**config.mk**
```make
export PLATFORM = sky130hd
export DESIGN_NAME = ws2812_chain_drv
export DESIGN_NICKNAME = d
export VERILOG_FILES = /design/src/rtl/ws2812_chain_drv.sv
export SDC_FILE = /design/constraint.sdc
export NUM_CORES = 1
export LEC_CHECK = 0
export BUFFER_PORTS_ARGS = -buffer_cell sky130_fd_sc_hd__buf_2
export CAP_MARGIN = 5
export CORE_MARGIN = 2
export CORE_UTILIZATION = 25
export DETAILED_ROUTE_END_ITERATION = 8
export HOLD_SLACK_MARGIN = 0.15
export SLEW_MARGIN = 20
export SYNTH_ARGS = -nofsm -noshare
export SYNTH_HDL_FRONTEND = slang
export SYNTH_SLANG_ARGS = --single-unit
```
**constraint.sdc**
```tcl
create_clock -name clk -period 4.51 [get_ports clk]
set_clock_uncertainty 0.2 [all_clocks]
set_input_delay 0.2255 -clock clk [delete_from_list [all_inputs] [get_ports clk]]
set_output_delay 0.2255 -clock clk [all_outputs]
set_load 0.01 [all_outputs]
```
**src/rtl/ws2812_chain_drv.sv**
```systemverilog
// ws2812_chain_drv
//   Drives a daisy-chain of LED_NUM WS2812 pixels. Pixel colours arrive on a
//   valid/ready stream through a one-entry prefetch buffer so consecutive
//   pixels are sent back to back. A frame starts on a start pulse and ends
//   with a latch (reset-low) period.
// Ports:
//   clk, rst_n   clock (rising edge) and asynchronous active-low reset
//   start        one-cycle pulse, begins a frame when idle
//   pix_valid    pix_data holds a colour word
//   pix_data     24-bit colour word, bit 23 sent first
//   pix_ready    a colour word is accepted this cycle when pix_valid is high
//   busy         frame in progress, start through end of latch period
//   frame_done   one-cycle pulse once the latch period has elapsed
//   underflow    sticky: stream starved mid-frame; cleared by the next start
//   WS2812_Di    serial data to the first LED
module ws2812_chain_drv #(
  parameter int CLK_FRE  = 27_000_000,
  parameter int LED_NUM  = 8,
  parameter int T1H_NS   = 850,
  parameter int T1L_NS   = 400,
  parameter int T0H_NS   = 400,
  parameter int T0L_NS   = 850,
  parameter int RESET_US = 80
) (
  input  logic        clk,
  input  logic        rst_n,
  input  logic        start,
  input  logic        pix_valid,
  input  logic [23:0] pix_data,
  output logic        pix_ready,
  output logic        busy,
  output logic        frame_done,
  output logic        underflow,
  output logic        WS2812_Di
);

  localparam int T1H_CYC = CLK_FRE / 1_000_000 * T1H_NS / 1000;
  localparam int T1L_CYC = CLK_FRE / 1_000_000 * T1L_NS / 1000;
  localparam int T0H_CYC = CLK_FRE / 1_000_000 * T0H_NS / 1000;
  localparam int T0L_CYC = CLK_FRE / 1_000_000 * T0L_NS / 1000;
  localparam int RST_CYC = CLK_FRE / 1_000_000 * RESET_US;

  localparam int M0 = (T1H_CYC > T1L_CYC) ? T1H_CYC : T1L_CYC;
  localparam int M1 = (T0H_CYC > T0L_CYC) ? T0H_CYC : T0L_CYC;
  localparam int M2 = (M0 > M1) ? M0 : M1;
  localparam int MAX_CYC = (RST_CYC > M2) ? RST_CYC : M2;

  localparam int TW = $clog2(MAX_CYC + 1);
  localparam int PW = $clog2(LED_NUM + 1);

  localparam logic [TW-1:0] T1H_END = TW'(T1H_CYC - 1);
  localparam logic [TW-1:0] T1L_END = TW'(T1L_CYC - 1);
  localparam logic [TW-1:0] T0H_END = TW'(T0H_CYC - 1);
  localparam logic [TW-1:0] T0L_END = TW'(T0L_CYC - 1);
  localparam logic [TW-1:0] RST_END = TW'(RST_CYC - 1);
  localparam logic [PW-1:0] LED_LIM  = PW'(LED_NUM);
  localparam logic [PW-1:0] LED_LAST = PW'(LED_NUM - 1);

  typedef enum logic [2:0] {IDLE, LOAD, BIT_HIGH, BIT_LOW, LATCH} state_t;

  state_t        state, state_nx;
  logic [TW-1:0] tcnt, tcnt_nx;
  logic [4:0]    bit_cnt, bit_cnt_nx;
  logic [23:0]   shift_q, shift_nx;
  logic [23:0]   buf_q, buf_nx;
  logic          buf_full, buf_full_nx;
  logic [PW-1:0] acc_cnt, acc_nx;
  logic [PW-1:0] sent_cnt, sent_nx;
  logic          uf_q, uf_nx;
  logic          busy_q, done_q, done_nx, di_q;
  logic          xfer;
  logic [TW-1:0] hi_end, lo_end;

  assign pix_ready  = busy_q & ~buf_full & (acc_cnt < LED_LIM);
  assign xfer       = pix_valid & pix_ready;
  assign busy       = busy_q;
  assign frame_done = done_q;
  assign underflow  = uf_q;
  assign WS2812_Di  = di_q;

  assign hi_end = shift_q[23] ? T1H_END : T0H_END;
  assign lo_end = shift_q[23] ? T1L_END : T0L_END;

  always_comb begin
    state_nx    = state;
    tcnt_nx     = tcnt;
    bit_cnt_nx  = bit_cnt;
    shift_nx    = shift_q;
    buf_nx      = buf_q;
    buf_full_nx = buf_full;
    acc_nx      = acc_cnt;
    sent_nx     = sent_cnt;
    uf_nx       = uf_q;
    done_nx     = 1'b0;

    // Accepted words land in the buffer; a same-cycle load below
    // takes the word straight from pix_data and leaves the buffer empty.
    if (xfer) begin
      buf_nx      = pix_data;
      buf_full_nx = 1'b1;
      acc_nx      = acc_cnt + 1'b1;
    end

    unique case (state)
      IDLE: begin
        if (start) begin
          state_nx    = LOAD;
          uf_nx       = 1'b0;
          acc_nx      = '0;
          sent_nx     = '0;
          buf_full_nx = 1'b0;
          tcnt_nx     = '0;
          bit_cnt_nx  = '0;
        end
      end
      LOAD: begin
        if (buf_full || xfer) begin
          shift_nx    = buf_full ? buf_q : pix_data;
          buf_full_nx = 1'b0;
          tcnt_nx     = '0;
          bit_cnt_nx  = '0;
          state_nx    = BIT_HIGH;
        end else if (sent_cnt != '0) begin
          uf_nx = 1'b1;
        end
      end
      BIT_HIGH: begin
        if (tcnt == hi_end) begin
          tcnt_nx  = '0;
          state_nx = BIT_LOW;
        end else begin
          tcnt_nx = tcnt + 1'b1;
        end
      end
      BIT_LOW: begin
        if (tcnt == lo_end) begin
          tcnt_nx = '0;
          if (bit_cnt != 5'd23) begin
            bit_cnt_nx = bit_cnt + 1'b1;
            shift_nx   = {shift_q[22:0], 1'b0};
            state_nx   = BIT_HIGH;
          end else begin
            sent_nx    = sent_cnt + 1'b1;
            bit_cnt_nx = '0;
            if (sent_cnt < LED_LAST) begin
              // A ready word skips the LOAD cycle so pixels stay gap-free.
              if (buf_full || xfer) begin
                shift_nx    = buf_full ? buf_q : pix_data;
                buf_full_nx = 1'b0;
                state_nx    = BIT_HIGH;
              end else begin
                state_nx = LOAD;
              end
            end else begin
              state_nx = LATCH;
            end
          end
        end else begin
          tcnt_nx = tcnt + 1'b1;
        end
      end
      LATCH: begin
        if (tcnt == RST_END) begin
          tcnt_nx  = '0;
          done_nx  = 1'b1;
          state_nx = IDLE;
        end else begin
          tcnt_nx = tcnt + 1'b1;
        end
      end
      default: state_nx = IDLE;
    endcase
  end

  always_ff @(posedge clk or negedge rst_n) begin
    if (!rst_n) begin
      state    <= IDLE;
      tcnt     <= '0;
      bit_cnt  <= '0;
      shift_q  <= '0;
      buf_q    <= '0;
      buf_full <= 1'b0;
      acc_cnt  <= '0;
      sent_cnt <= '0;
      uf_q     <= 1'b0;
      busy_q   <= 1'b0;
      done_q   <= 1'b0;
      di_q     <= 1'b0;
    end else begin
      state    <= state_nx;
      tcnt     <= tcnt_nx;
      bit_cnt  <= bit_cnt_nx;
      shift_q  <= shift_nx;
      buf_q    <= buf_nx;
      buf_full <= buf_full_nx;
      acc_cnt  <= acc_nx;
      sent_cnt <= sent_nx;
      uf_q     <= uf_nx;
      busy_q   <= (state_nx != IDLE);
      done_q   <= done_nx;
      di_q     <= (state_nx == BIT_HIGH);
    end
  end

endmodule

```
==> metrics.md, run 1 <==
| Metric | Value |
|---|---|
| Status | finished clean |
| Peak supply drop | 0.2716 mV |
| Full die area | 17,340 um2 |
| CTS Hold Bufs | 25 |
| Post-DP HPWL | 6.037 mm |
| Post-synth net total | 458 |
| Max-slew violation count | 0 |
| DR pass1 iterations | 5 |
| Antenna violations before repair | 0 |
| Core Area | 15,890 um2 |
| Gate Count Post-Synth | 424 |
| Hold Violations, Final | 0 |
| Synth area leader | dfrtp_1 |
| Slew headroom | 30.20% |
| Detailed-route via count | 3,309 |
| RSZ-0062 raised after global routing | false |
| Max-cap viol count | 0 |
| Crit path largest cell delay | 1.03 ns |
| Layout cells sized above 1 | 13.38% |
| Sequential area share after synthesis | 49.74% |
| Slowest CP cell | dfrtp_1 |
| Wirelength per Cell | 13.57 um |
| Post-synth cell types | 59 |
| Final WL | 9.326 mm |
| Clk sinks | 81 |
| CTS tree | yes |
| I/O Buffers | 32 |
| Die W | 131.7 um |
| Initial Util | 25.65% |
| Root buffer cell | clkbuf_16 |
| Power, Total | 2.266 mW |
| Mapped Area | 4075 um2 |
| Post-DP Area | 4425 um2 |
| Pin count of the biggest net entering global routing | 82 |
| Crit Path Category | reg2reg |
| Pleak | 2.208 nW |
| N_diodes | 0 |
| Clock Tree Buf Depth | 2 |
| Share of the synthesized area in the top cell type | 49.74% |
| Mean Syn Cell Area | 9.611 um2 |
| Worst-path fanout max | 29 |
| Num CTS Buffers | 9 |
| Worst hold path type | in2reg |
| Final TNS setup | 0 ns |
| All-Layer GR Usage | 11.43% |
| Post-route cell area | 4997 um2 |
| Antenna viol nets, final | 0 |
| Fin crit share | 63.52% |
| Critical Path End Type | flip-flop |
| Seq cells post-synth | 81 |
| Area grow syn2layout | 22.63% |
| Post-CTS setup repair buffer count | 0 |
| Die Ht | 131.7 um |
| Post-synth top flop | dfrtp_1 |
| Row cnt | 46 |
| First-iteration detailed-routing DRC count | 225 |
| Cell chain of the critical path | nor3b_1 > a2111oi_0 > o21ai_2 > or4_1 > nand3_1 |
| CP delay by family, top | flip-flops |
| Final #Nets | 501 |
| Post-synth EDFFs | 0 |
| Total grt overflow | 0 |
| Filler Cell Count | 1,659 |
| Data arrival, critical path | 2.94 ns |
| IO Pins | 33 |
| Routability Congestion | 0.8052 |
| Fraction of registers with async set/reset | 100.0% |
| CTS H-tree depth | 3 |
| CTS resizes | 0 |
| Critical Path RT | 4.58 ns |
| Pwr dens | 453.4 nW/um2 |
| Clk slew on worst S/H paths | 0.06 ns |
| Slew @ Worst Pin | 1.047 ns |
| CP Buf/Inv Count | 0 |
| Synth top area cells | dfrtp_1 50%, nand2_1 8.5%, a221o_1 5.6% |
| Vias in the first global route | 3,138 |
| Clk_lat worst skew | 0.34 ns |
| CP Launch Type | flip-flop |
| # setup viols final | 0 |
| Residual DRC | 0 |
| Area of the multi-input gates | 1933 um2 |
| Vias per cell | 4.817 |
| Fmax | 0.3491 GHz |
| Crit path time final | 2.865 ns |
| FF+latch area | 2027 um2 |
| Synth warn | 0 |
| First-pass GRT wire length | 16.24 mm |
layout make-up:
cell class                      count  area share (%)
Multi-Input combinational cell    309           38.68
Tap cell                          216           5.408
Sequential cell                    81           40.56
Timing Repair Buffer               60           9.039
Inverter                            6          0.4507
Clock buffer                        9           4.507
Clock inverter                      6           1.352
flip-flops by register name, summed over array words and instances, names as in the netlist:
register,count
tcnt,12
acc_cnt,4
buf_full,1
state,3
buf_q,24
WS2812_Di,1
frame_done,1
sent_cnt,4
bit_cnt,5
shift_q,24
underflow,1
busy,1
stage by stage:
stage               util [%]  hold WS, ns  std cells  setup WS, ns
floorplan                  -      -0.2701        424         2.121
detailed placement     27.86       0.2389        646         1.636
CTS                    31.28       0.1543        686         1.606
global placement       27.86       0.2346        646         1.701
finish                 31.46       0.1611        687         1.645
global route           31.46       0.1626        687         1.353
cells by family after synthesis:
| group | count (synthesis) | share of synthesized area [%] |
|---|---|---|
| XOR/XNOR | 7 | 1.504 |
| adder cells (fa/ha/maj) | 6 | 1.842 |
| flip-flops | 81 | 49.74 |
| AO/OA/AOI/OAI | 112 | 21.34 |
| buffers and inverters | 34 | 3.285 |
| AND/OR/NAND/NOR | 179 | 21.06 |
| multiplexers | 5 | 1.228 |
power breakdown:
part	total [mW]	internal, mW	switching (mW)	leakage (nW)
combinational	0.594	0.259	0.334	1.02
clock	0.729	0.428	0.301	0.138
sequential	0.943	0.834	0.109	1.05
layer usage:
metal / track usage, % / vias up / wire (um)
li1: - / 1623 / -
met5: 0 / - / 0
met1: 16.37 / 1623 / 4708
met4: 2.899 / 0 / 110
met3: 3.742 / 8 / 364
met2: 16.52 / 55 / 4143
synthesized netlist by cell type (2+ instances only):
cell type  instances
mux2i_1            5
clkbuf_1          21
nand4bb_1          2
a21o_1             4
xnor2_1            2
nand2b_1           5
inv_1              6
nand4_1            4
nor3_1            10
a221o_1           23
o211ai_1           2
a21oi_1            5
nand3_1           13
o31ai_1            2
buf_1              2
ha_1               6
dfrtp_1           81
nand2_1           92
xor2_1             5
nor3b_1            3
nor2b_1            3
nand3b_1           4
a211o_1            2
o2bb2ai_1         24
nor2_1            29
o21ai_0           32
buf_2              5
layout by cell type, fill, tap and decap left out, types with 3 or more instances in the layout:
cell | synthesis | layout
a221o_1 | 23 | 23
nand4_1 | 4 | 4
nor2b_1 | 3 | 3
inv_1 | 6 | 6
ha_1 | 6 | 6
nor3_1 | 10 | 10
nor2_1 | 29 | 27
xor2_1 | 5 | 5
nand3b_1 | 4 | 4
nand3_1 | 13 | 13
a21o_1 | 4 | 4
nand2b_1 | 5 | 5
nor3b_1 | 3 | 3
buf_2 | 5 | 31
o2bb2ai_1 | 24 | 24
o21ai_0 | 32 | 32
clkbuf_16 | 0 | 9
a21oi_1 | 5 | 5
nand2_1 | 92 | 92
dlygate4sd3_1 | 0 | 25
mux2i_1 | 5 | 5
dfrtp_1 | 81 | 81
worst min-delay path, delay by kind of cell:
kind	cells	cell delay [ns]
buffers and inverters	1	0.10
AND/OR/NAND/NOR	2	0.33
path summary, 6_finish.rpt:
check | from | cells past startpoint | to | slack (ns)
worst max-delay path | buf_full$_DFF_PN0_ | 5 | bit_cnt[3]$_DFFE_PN0P_ | 1.65
worst min-delay path | start | 3 | acc_cnt[3]$_DFF_PN0_ | 0.16
worst max register to register | buf_full$_DFF_PN0_ | 5 | bit_cnt[3]$_DFFE_PN0P_ | 1.65
worst min register to register | shift_q[0]$_DFFE_PN0P_ | 1 | shift_q[0]$_DFFE_PN0P_ | 0.27
max in group asynchronous | rst_n | 2 | buf_q[13]$_DFFE_PN0N_ | 3.29
min in group asynchronous | rst_n | 2 | frame_done$_DFF_PN0_ | 0.30
Note: power is estimated with default switching activity, not from simulation.
==> inputs of run 2 (changes only) <==
Clock period 4.51 ns to 2.6 ns, I/O delays scaled along.
==> run 2 against run 1 <==
  * Clock-buffer cell count did not move
  * Worst hold slack improved by 0.035 ns
  * Die area did not move
  * Clock power rose by 91%
  * Fmax rose by 18%
  * Critical path depth rose by 1
  * Sequential share of layout area fell by 1.2 points
  * Non-clock buffer count rose by 15
  * Total power rose by 83%
  * Critical path type unchanged
  * Largest cell class unchanged
  * Highest routed layer unchanged
==> metrics.md, run 2 (synthesis gave the netlist of run 1 again) <==
| Metric | Value |
|---|---|
| Status | finished clean |
| FF-to-FF path depth | 6 (+1) |
| Final Util | 32.41% (+0.95 points) |
| RSZ-0062 raised after global routing | false |
| Vias per cell | 4.799 (-0.36%) |
| Initial Util | 25.65% (unchanged) |
| Num CTS Buffers | 9 (unchanged) |
| PnR worst setup slack | 0.1739 ns (-1.471 ns) |
| Critical Path End Type | flip-flop |
| First-pass GRT wire length | 16.77 mm (+3.3%) |
| CP Launch Type | flip-flop |
| Max-slew violation count | 0 (unchanged) |
| Total grt overflow | 0 (unchanged) |
| All-Layer GR Usage | 11.79% (+0.36 points) |
| Post-DP HPWL | 6.370 mm (+5.5%) |
| CTS tree | yes |
| Critical Path RT | 2.67 ns (-1.91 ns) |
| Worst-path fanout max | 11 (-62%) |
| Clk slew on worst S/H paths | 0.06 ns (about the same) |
| Data arrival, critical path | 2.50 ns (-0.44 ns) |
| Wirelength per Cell | 13.81 um (+1.8%) |
| Pwr dens | 805.4 nW/um2 (+78%) |
| Layout cells sized above 1 | 16.22% (+2.8 points) |
| Row cnt | 46 (unchanged) |
| Final TNS setup | 0 ns (unchanged) |
| Hold Violations, Final | 0 (unchanged) |
| Commonest non-fill, non-tap cells in the layout | 92 x nand2_1, 81 x dfrtp_1, 32 x o21ai_0, 31 x buf_2, 27 x nor2_1 |
| Final WL | 9.711 mm (+4.1%) |
| DR pass1 iterations | 4 (-1) |
| Sw Ratio | 32.16% (-0.69 points) |
| Detailed-route via count | 3,374 (+2.0%) |
| Clk pwr share | 33.6% (+1.4 points) |
| Die Ht | 131.7 um (unchanged) |
| Worst hold path type | in2async |
| First-iteration detailed-routing DRC count | 234 (+4.0%) |
| Pre-CTS setup slack | 0.1522 ns (-1.484 ns) |
| Internal power | 2.813 mW (+85%) |
| Core Area | 15,890 um2 (unchanged) |
| Antenna viol nets, final | 0 (unchanged) |
| Clock Tree Buf Depth | 2 (unchanged) |
| Critical path capture point | bit_cnt[3]$_DFFE_PN0P_ |
| Crit Path Category | reg2reg |
| Peak supply drop | 0.3173 mV (+17%) |
| # setup viols final | 0 (unchanged) |
| Worst flop-to-flop path endpoint | bit_cnt[3]$_DFFE_PN0P_ |
| Clk_lat worst skew | 0.34 ns (about the same) |
| Root buffer cell | clkbuf_16 |
| Die W | 131.7 um (unchanged) |
| Residual DRC | 0 (unchanged) |
| IO Pins | 33 (unchanged) |
| Vias in the first global route | 3,394 (+8.2%) |
| Slew @ Worst Pin | 0.8854 ns (-0.1616 ns) |
| Psw | 1.333 mW (+79%) |
| Fmax | 0.4122 GHz (+18%) |
| CP startpoint | state[0]$_DFF_PN0_ |
| Antenna violations before repair | 0 (unchanged) |
| Flop2flop setup slack | 0.17 ns (-1.47 ns) |
| Final #Nets | 516 (+3.0%) |
| Clk sinks | 81 (unchanged) |
| Fin crit share | 93.31% (+30 points) |
| Pin count of the biggest net entering global routing | 82 (unchanged) |
| N_diodes | 0 (unchanged) |
| Comb power frac | 27.4% (+1.2 points) |
| Area grow syn2layout | 26.34% |
| Commonest non-fill, non-tap cell in the layout | nand2_1 |
| Biggest regs | buf_q: 24 flops, shift_q: 24 flops, tcnt: 12 flops |
| Full die area | 17,340 um2 (unchanged) |
| Crit path time final | 2.426 ns (-0.4387 ns) |
| CTS H-tree depth | 3 (unchanged) |
| Max-cap viol count | 0 (unchanged) |
| Pleak | 2.301 nW (+4.2%) |
| Slew headroom | 39.45% (+9.2 points) |
| I/O Buffers | 32 (unchanged) |
| Part of the power in registers | 39.0% (-2.6 points) |
| Routability Congestion | 0.8435 (+4.8%) |
| Worst R2R Start | state[0]$_DFF_PN0_ |
==> run 2: cell types whose count changed in the layout (fill, tap and decap cells not counted), sizes merged <==
cell,before,now
bufinv,1,2
clkinvlp,2,0
buf,35,49
clkinv,1,3
dlygate4sd3,25,26
==> run 2: power by group through the flow <==
stage | sequential [mW] | combinational [mW] | clock [mW]
after floorplan | 1.57 | 0.805 | 0
after global placement | 1.62 | 1.08 | 0
after detailed placement | 1.64 | 1.10 | 0
after CTS | 1.61 | 1.15 | 1.43
after global routing | 1.65 | 1.29 | 1.47
final | 1.62 | 1.14 | 1.39
==> run 2: final cells by class <==
type | instances | area [um2]
fillers | 1677 | 10740
multi-input cells | 309 | 1934
inverters | 6 | 22.52
clock inverters | 7 | 102.6
flip-flops and latches | 81 | 2027
repair buffers | 75 | 566.8
clock buffers | 9 | 225.2
well taps | 216 | 270.3
==> run 2: routing by layer <==
metal  global-route usage, %  wire length (um)  vias to the layer above
li1                        -                 -                     1655
met1                   15.43              4743                     1658
met2                   18.99              4531                       54
met3                   3.356               362                        7
met4                   3.321                73                        0
met5                       0                 0                        -
==> run 2: per-stage QoR <==
step | std cells | hold WS, ns | area [um2] | power, mW
2_1_floorplan | 424 | -0.3656 | 4075 | 2.377
3_3_place_gp | 661 | 0.1382 | 4551 | 2.705
3_5_place_dp | 661 | 0.1431 | 4551 | 2.743
4_1_cts | 703 | 0.2313 | 5139 | 4.195
5_1_grt | 703 | 0.2931 | 5149 | 4.414
6_report | 703 | 0.1961 | 5149 | 4.147
==> run 2: worst min-delay path by stage <==
stage | from | endpoint | depth (start not counted)
6_report | rst_n | WS2812_Di$_DFF_PN0_ | 2
5_1_grt | rst_n | WS2812_Di$_DFF_PN0_ | 2
4_1_cts | pix_valid | bit_cnt[3]$_DFFE_PN0P_ | 6
3_5_place_dp | pix_data[17] | buf_q[17]$_DFFE_PN0N_ | 3
3_3_place_gp | pix_data[17] | buf_q[17]$_DFFE_PN0N_ | 3
2_1_floorplan | rst_n | WS2812_Di$_DFF_PN0_ | 0
==> run 2: critical path: stages (launching register included) <==
cell and delay (ns):
dfrtp_1 0.39, buf_4 0.19, nor2b_1 0.05, a2111oi_0 0.78, o21ai_2 0.12, or4_1 0.52, nand3_1 0.10
==> run 2: what timing repair did <==
action | in CTS | in global routing
setup endpoints to repair | 0 | 13
buffers inserted | 0 | 0
resized for setup | 0 | 1
hold endpoints to repair | 130 | 0
hold buffers | 26 | 0
==> inputs of run 3 (changes only) <==
Settings changed: CORE_MARGIN 2 to 4.
==> run 3 against run 2 <==
  * Die area rose by 6.2%
  * Sequential cell count did not move
  * Core utilization barely moved
  * First-iteration DRC count rose by 1.3%
  * Register-to-register slack got worse by 0.08 ns
  * Largest power group unchanged
  * Cell count rose by 0.43%
  * Routed wire length rose by 2.4%
  * Worst hold slack got worse by 0.033 ns
  * Cell area rose by 0.27%
  * Sequential power barely moved
  * Largest cell class unchanged
==> metrics.md, run 3 (synthesis gave the netlist of run 1 again) <==
| Metric | Value |
|---|---|
| Post-DP Area | 4581 um2 (+0.66%) |
| IO Pins | 33 (unchanged) |
| Vias per cell | 4.788 (-0.25%) |
| Pin count of the biggest net entering global routing | 45 (-45%) |
| Flop2flop setup slack | 0.09 ns (-0.08 ns) |
| Vias in the first global route | 3,417 (+0.68%) |
| I/O Buffers | 32 (unchanged) |
| Worst-path fanout max | 4 (-7) |
| Hold Violations, Final | 0 (unchanged) |
| Clock Tree Buf Depth | 2 (unchanged) |
| N_diodes | 0 (unchanged) |
| Total grt overflow | 0 (unchanged) |
| FF+latch area | 2028 um2 (about the same) |
| CTS H-tree depth | 3 (unchanged) |
| Clk_lat worst skew | 0.34 ns (about the same) |
| Fmax | 0.3982 GHz (-3.4%) |
| Post-route cell area | 5162 um2 (+0.27%) |
| Cell chain of the critical path | inv_1 > ha_1 > or4b_4 > a211oi_4 > nor2_4 > a211o_1 > or3b_1 |
| Detailed-route via count | 3,380 (+0.18%) |
| Peak supply drop | 0.4658 mV (+47%) |
| Commonest non-fill, non-tap cell in the layout | nand2_1 |
| Crit Path Category | reg2reg |
| Num CTS Buffers | 9 (unchanged) |
| Antenna violations before repair | 0 (unchanged) |
| Final #Nets | 519 (+0.58%) |
| Slew headroom | 55.71% (+16 points) |
| All-Layer GR Usage | 11.39% (-0.40 points) |
| Max-cap viol count | 0 (unchanged) |
| Critical Path RT | 2.61 ns (-0.06 ns) |
| Antenna viol nets, final | 0 (unchanged) |
| CP Buf/Inv Count | 1 (unchanged) |
| Clk slew on worst S/H paths | 0.06 ns (about the same) |
| Critical Path End Type | flip-flop |
| Final TNS setup | 0 ns (unchanged) |
| First-pass GRT wire length | 17.02 mm (+1.5%) |
| Clk sinks | 81 (unchanged) |
| Area grow syn2layout | 26.68% |
| CP Launch Type | flip-flop |
| Pleak | 2.297 nW (-0.18%) |
| Fin crit share | 96.58% (+3.3 points) |
| CP delay by family, top | simple AND/OR/NAND/NOR gates |
| Core Area | 15,940 um2 (+0.36%) |
| Root buffer cell | clkbuf_16 |
| Slowest CP cell | or4b_4 |
| Routability Congestion | 0.8547 (+1.3%) |
| Worst hold path type | in2reg |
| Initial Util | 25.56% (-0.093 points) |
| Die W | 135.7 um (+3.0%) |
| # setup viols final | 0 (unchanged) |
| Commonest non-fill, non-tap cells in the layout | 92 x nand2_1, 80 x dfrtp_1, 32 x o21ai_0, 31 x buf_2, 28 x nor2_1 |
| RSZ-0062 raised after global routing | false |
| Crit path largest cell delay | 0.49 ns (-0.29 ns) |
| First-iteration detailed-routing DRC count | 237 (+1.3%) |
| Area of the multi-input gates | 1938 um2 (+0.19%) |
| Wirelength per Cell | 14.08 um (+1.9%) |
| Biggest regs | buf_q: 24 flops, shift_q: 24 flops, tcnt: 12 flops |
| Full die area | 18,410 um2 (+6.2%) |
| Filler Cell Count | 1,621 (-3.3%) |
| Residual DRC | 0 (unchanged) |
| Crit path time final | 2.511 ns (+0.08497 ns) |
| Pwr dens | 768.2 nW/um2 (-4.6%) |
| Post-DP HPWL | 6.743 mm (+5.9%) |
| Layout cells sized above 1 | 16.73% (+0.51 points) |
| Row cnt | 46 (unchanged) |
| Slew @ Worst Pin | 0.6477 ns (-0.2378 ns) |
| Die Ht | 135.7 um (+3.0%) |
| Final WL | 9.942 mm (+2.4%) |
| Max-slew violation count | 0 (unchanged) |
| Data arrival, critical path | 2.52 ns (+0.02 ns) |
| DR pass1 iterations | 5 (+1) |
| Status | finished clean |
| CTS tree | yes |
run 3: cell count changes in the layout (fill, tap and decap cells not counted), moves of 2 or more:
| cell | before | now |
|---|---|---|
| bufinv_16 | 2 | 0 |
| buf_12 | 1 | 4 |
| clkinvlp_4 | 0 | 3 |
| nor2_2 | 2 | 0 |
run 3: worst paths after layout:
| kind | from | end | cells past startpoint |
|---|---|---|---|
| setup / recovery | tcnt[1]$_DFFE_PN0P_ | busy$_DFF_PN0_ | 7 |
| hold / removal | start | underflow$_DFFE_PN0P_ | 4 |
| setup reg to reg | tcnt[1]$_DFFE_PN0P_ | busy$_DFF_PN0_ | 7 |
| hold reg to reg | buf_q[17]$_DFFE_PN0N_ | buf_q[17]$_DFFE_PN0N_ | 2 |
| max in group asynchronous | rst_n | buf_full$_DFF_PN0_ | 4 |
| min in group asynchronous | rst_n | buf_q[0]$_DFFE_PN0N_ | 3 |
run 3: stage by stage:
step | hold slack (ns) | std cells | power [mW] | setup WS (ns) | utilization [%]
after CTS | 0.1541 | 705 | 3.986 | 0.06120 | 32.25
final | 0.1630 | 706 | 3.966 | 0.08892 | 32.38
after detailed placement | -0.05139 | 662 | 2.728 | 0.08763 | 28.73
after global routing | 0.1803 | 706 | 4.238 | 0.006710 | 32.38
after floorplan | -0.3656 | 424 | 2.377 | 0.2106 | -
after global placement | -0.05818 | 662 | 2.689 | 0.1322 | 28.73
run 3: repair_timing:
item	4_1_cts	5_1_grt
hold buffers	27	0
hold endpoints to repair	129	0
endpoints found under the setup margin	0	10
resized for setup	0	4
setup buffers	0	1
run 3: power breakdown:
part / switching, mW / total, mW / internal [mW]
Clock: 0.543 / 1.20 / 0.659
Sequential: 0.172 / 1.62 / 1.45
Combinational: 0.624 / 1.14 / 0.520
run 3: cell type report:
| type | count | share of cell area, % |
|---|---|---|
| clock buffers | 10 | 4.435 |
| clock inverters | 6 | 0.9937 |
| inverters | 6 | 0.4363 |
| multi-input cells | 309 | 37.54 |
| flip-flops and latches | 81 | 39.29 |
| well taps | 216 | 5.235 |
| repair buffers | 78 | 12.07 |
run 3: routing by layer:
layer | vias up | part of all wire, % | global-route usage (%)
li1 | 1658 | - | -
met1 | 1663 | 48 | 15.13
met2 | 50 | 48 | 18.53
met3 | 9 | 2.9 | 2.637
met4 | 0 | 1.1 | 3.415
met5 | - | 0 | 0
run 3: worst register-to-register path, cell delays in order (launching register included):
cell,delay [ns]
dfrtp_1,0.39
inv_1,0.08
ha_1,0.13
or4b_4,0.49
a211oi_4,0.35
nor2_4,0.09
a211o_1,0.27
or3b_1,0.39
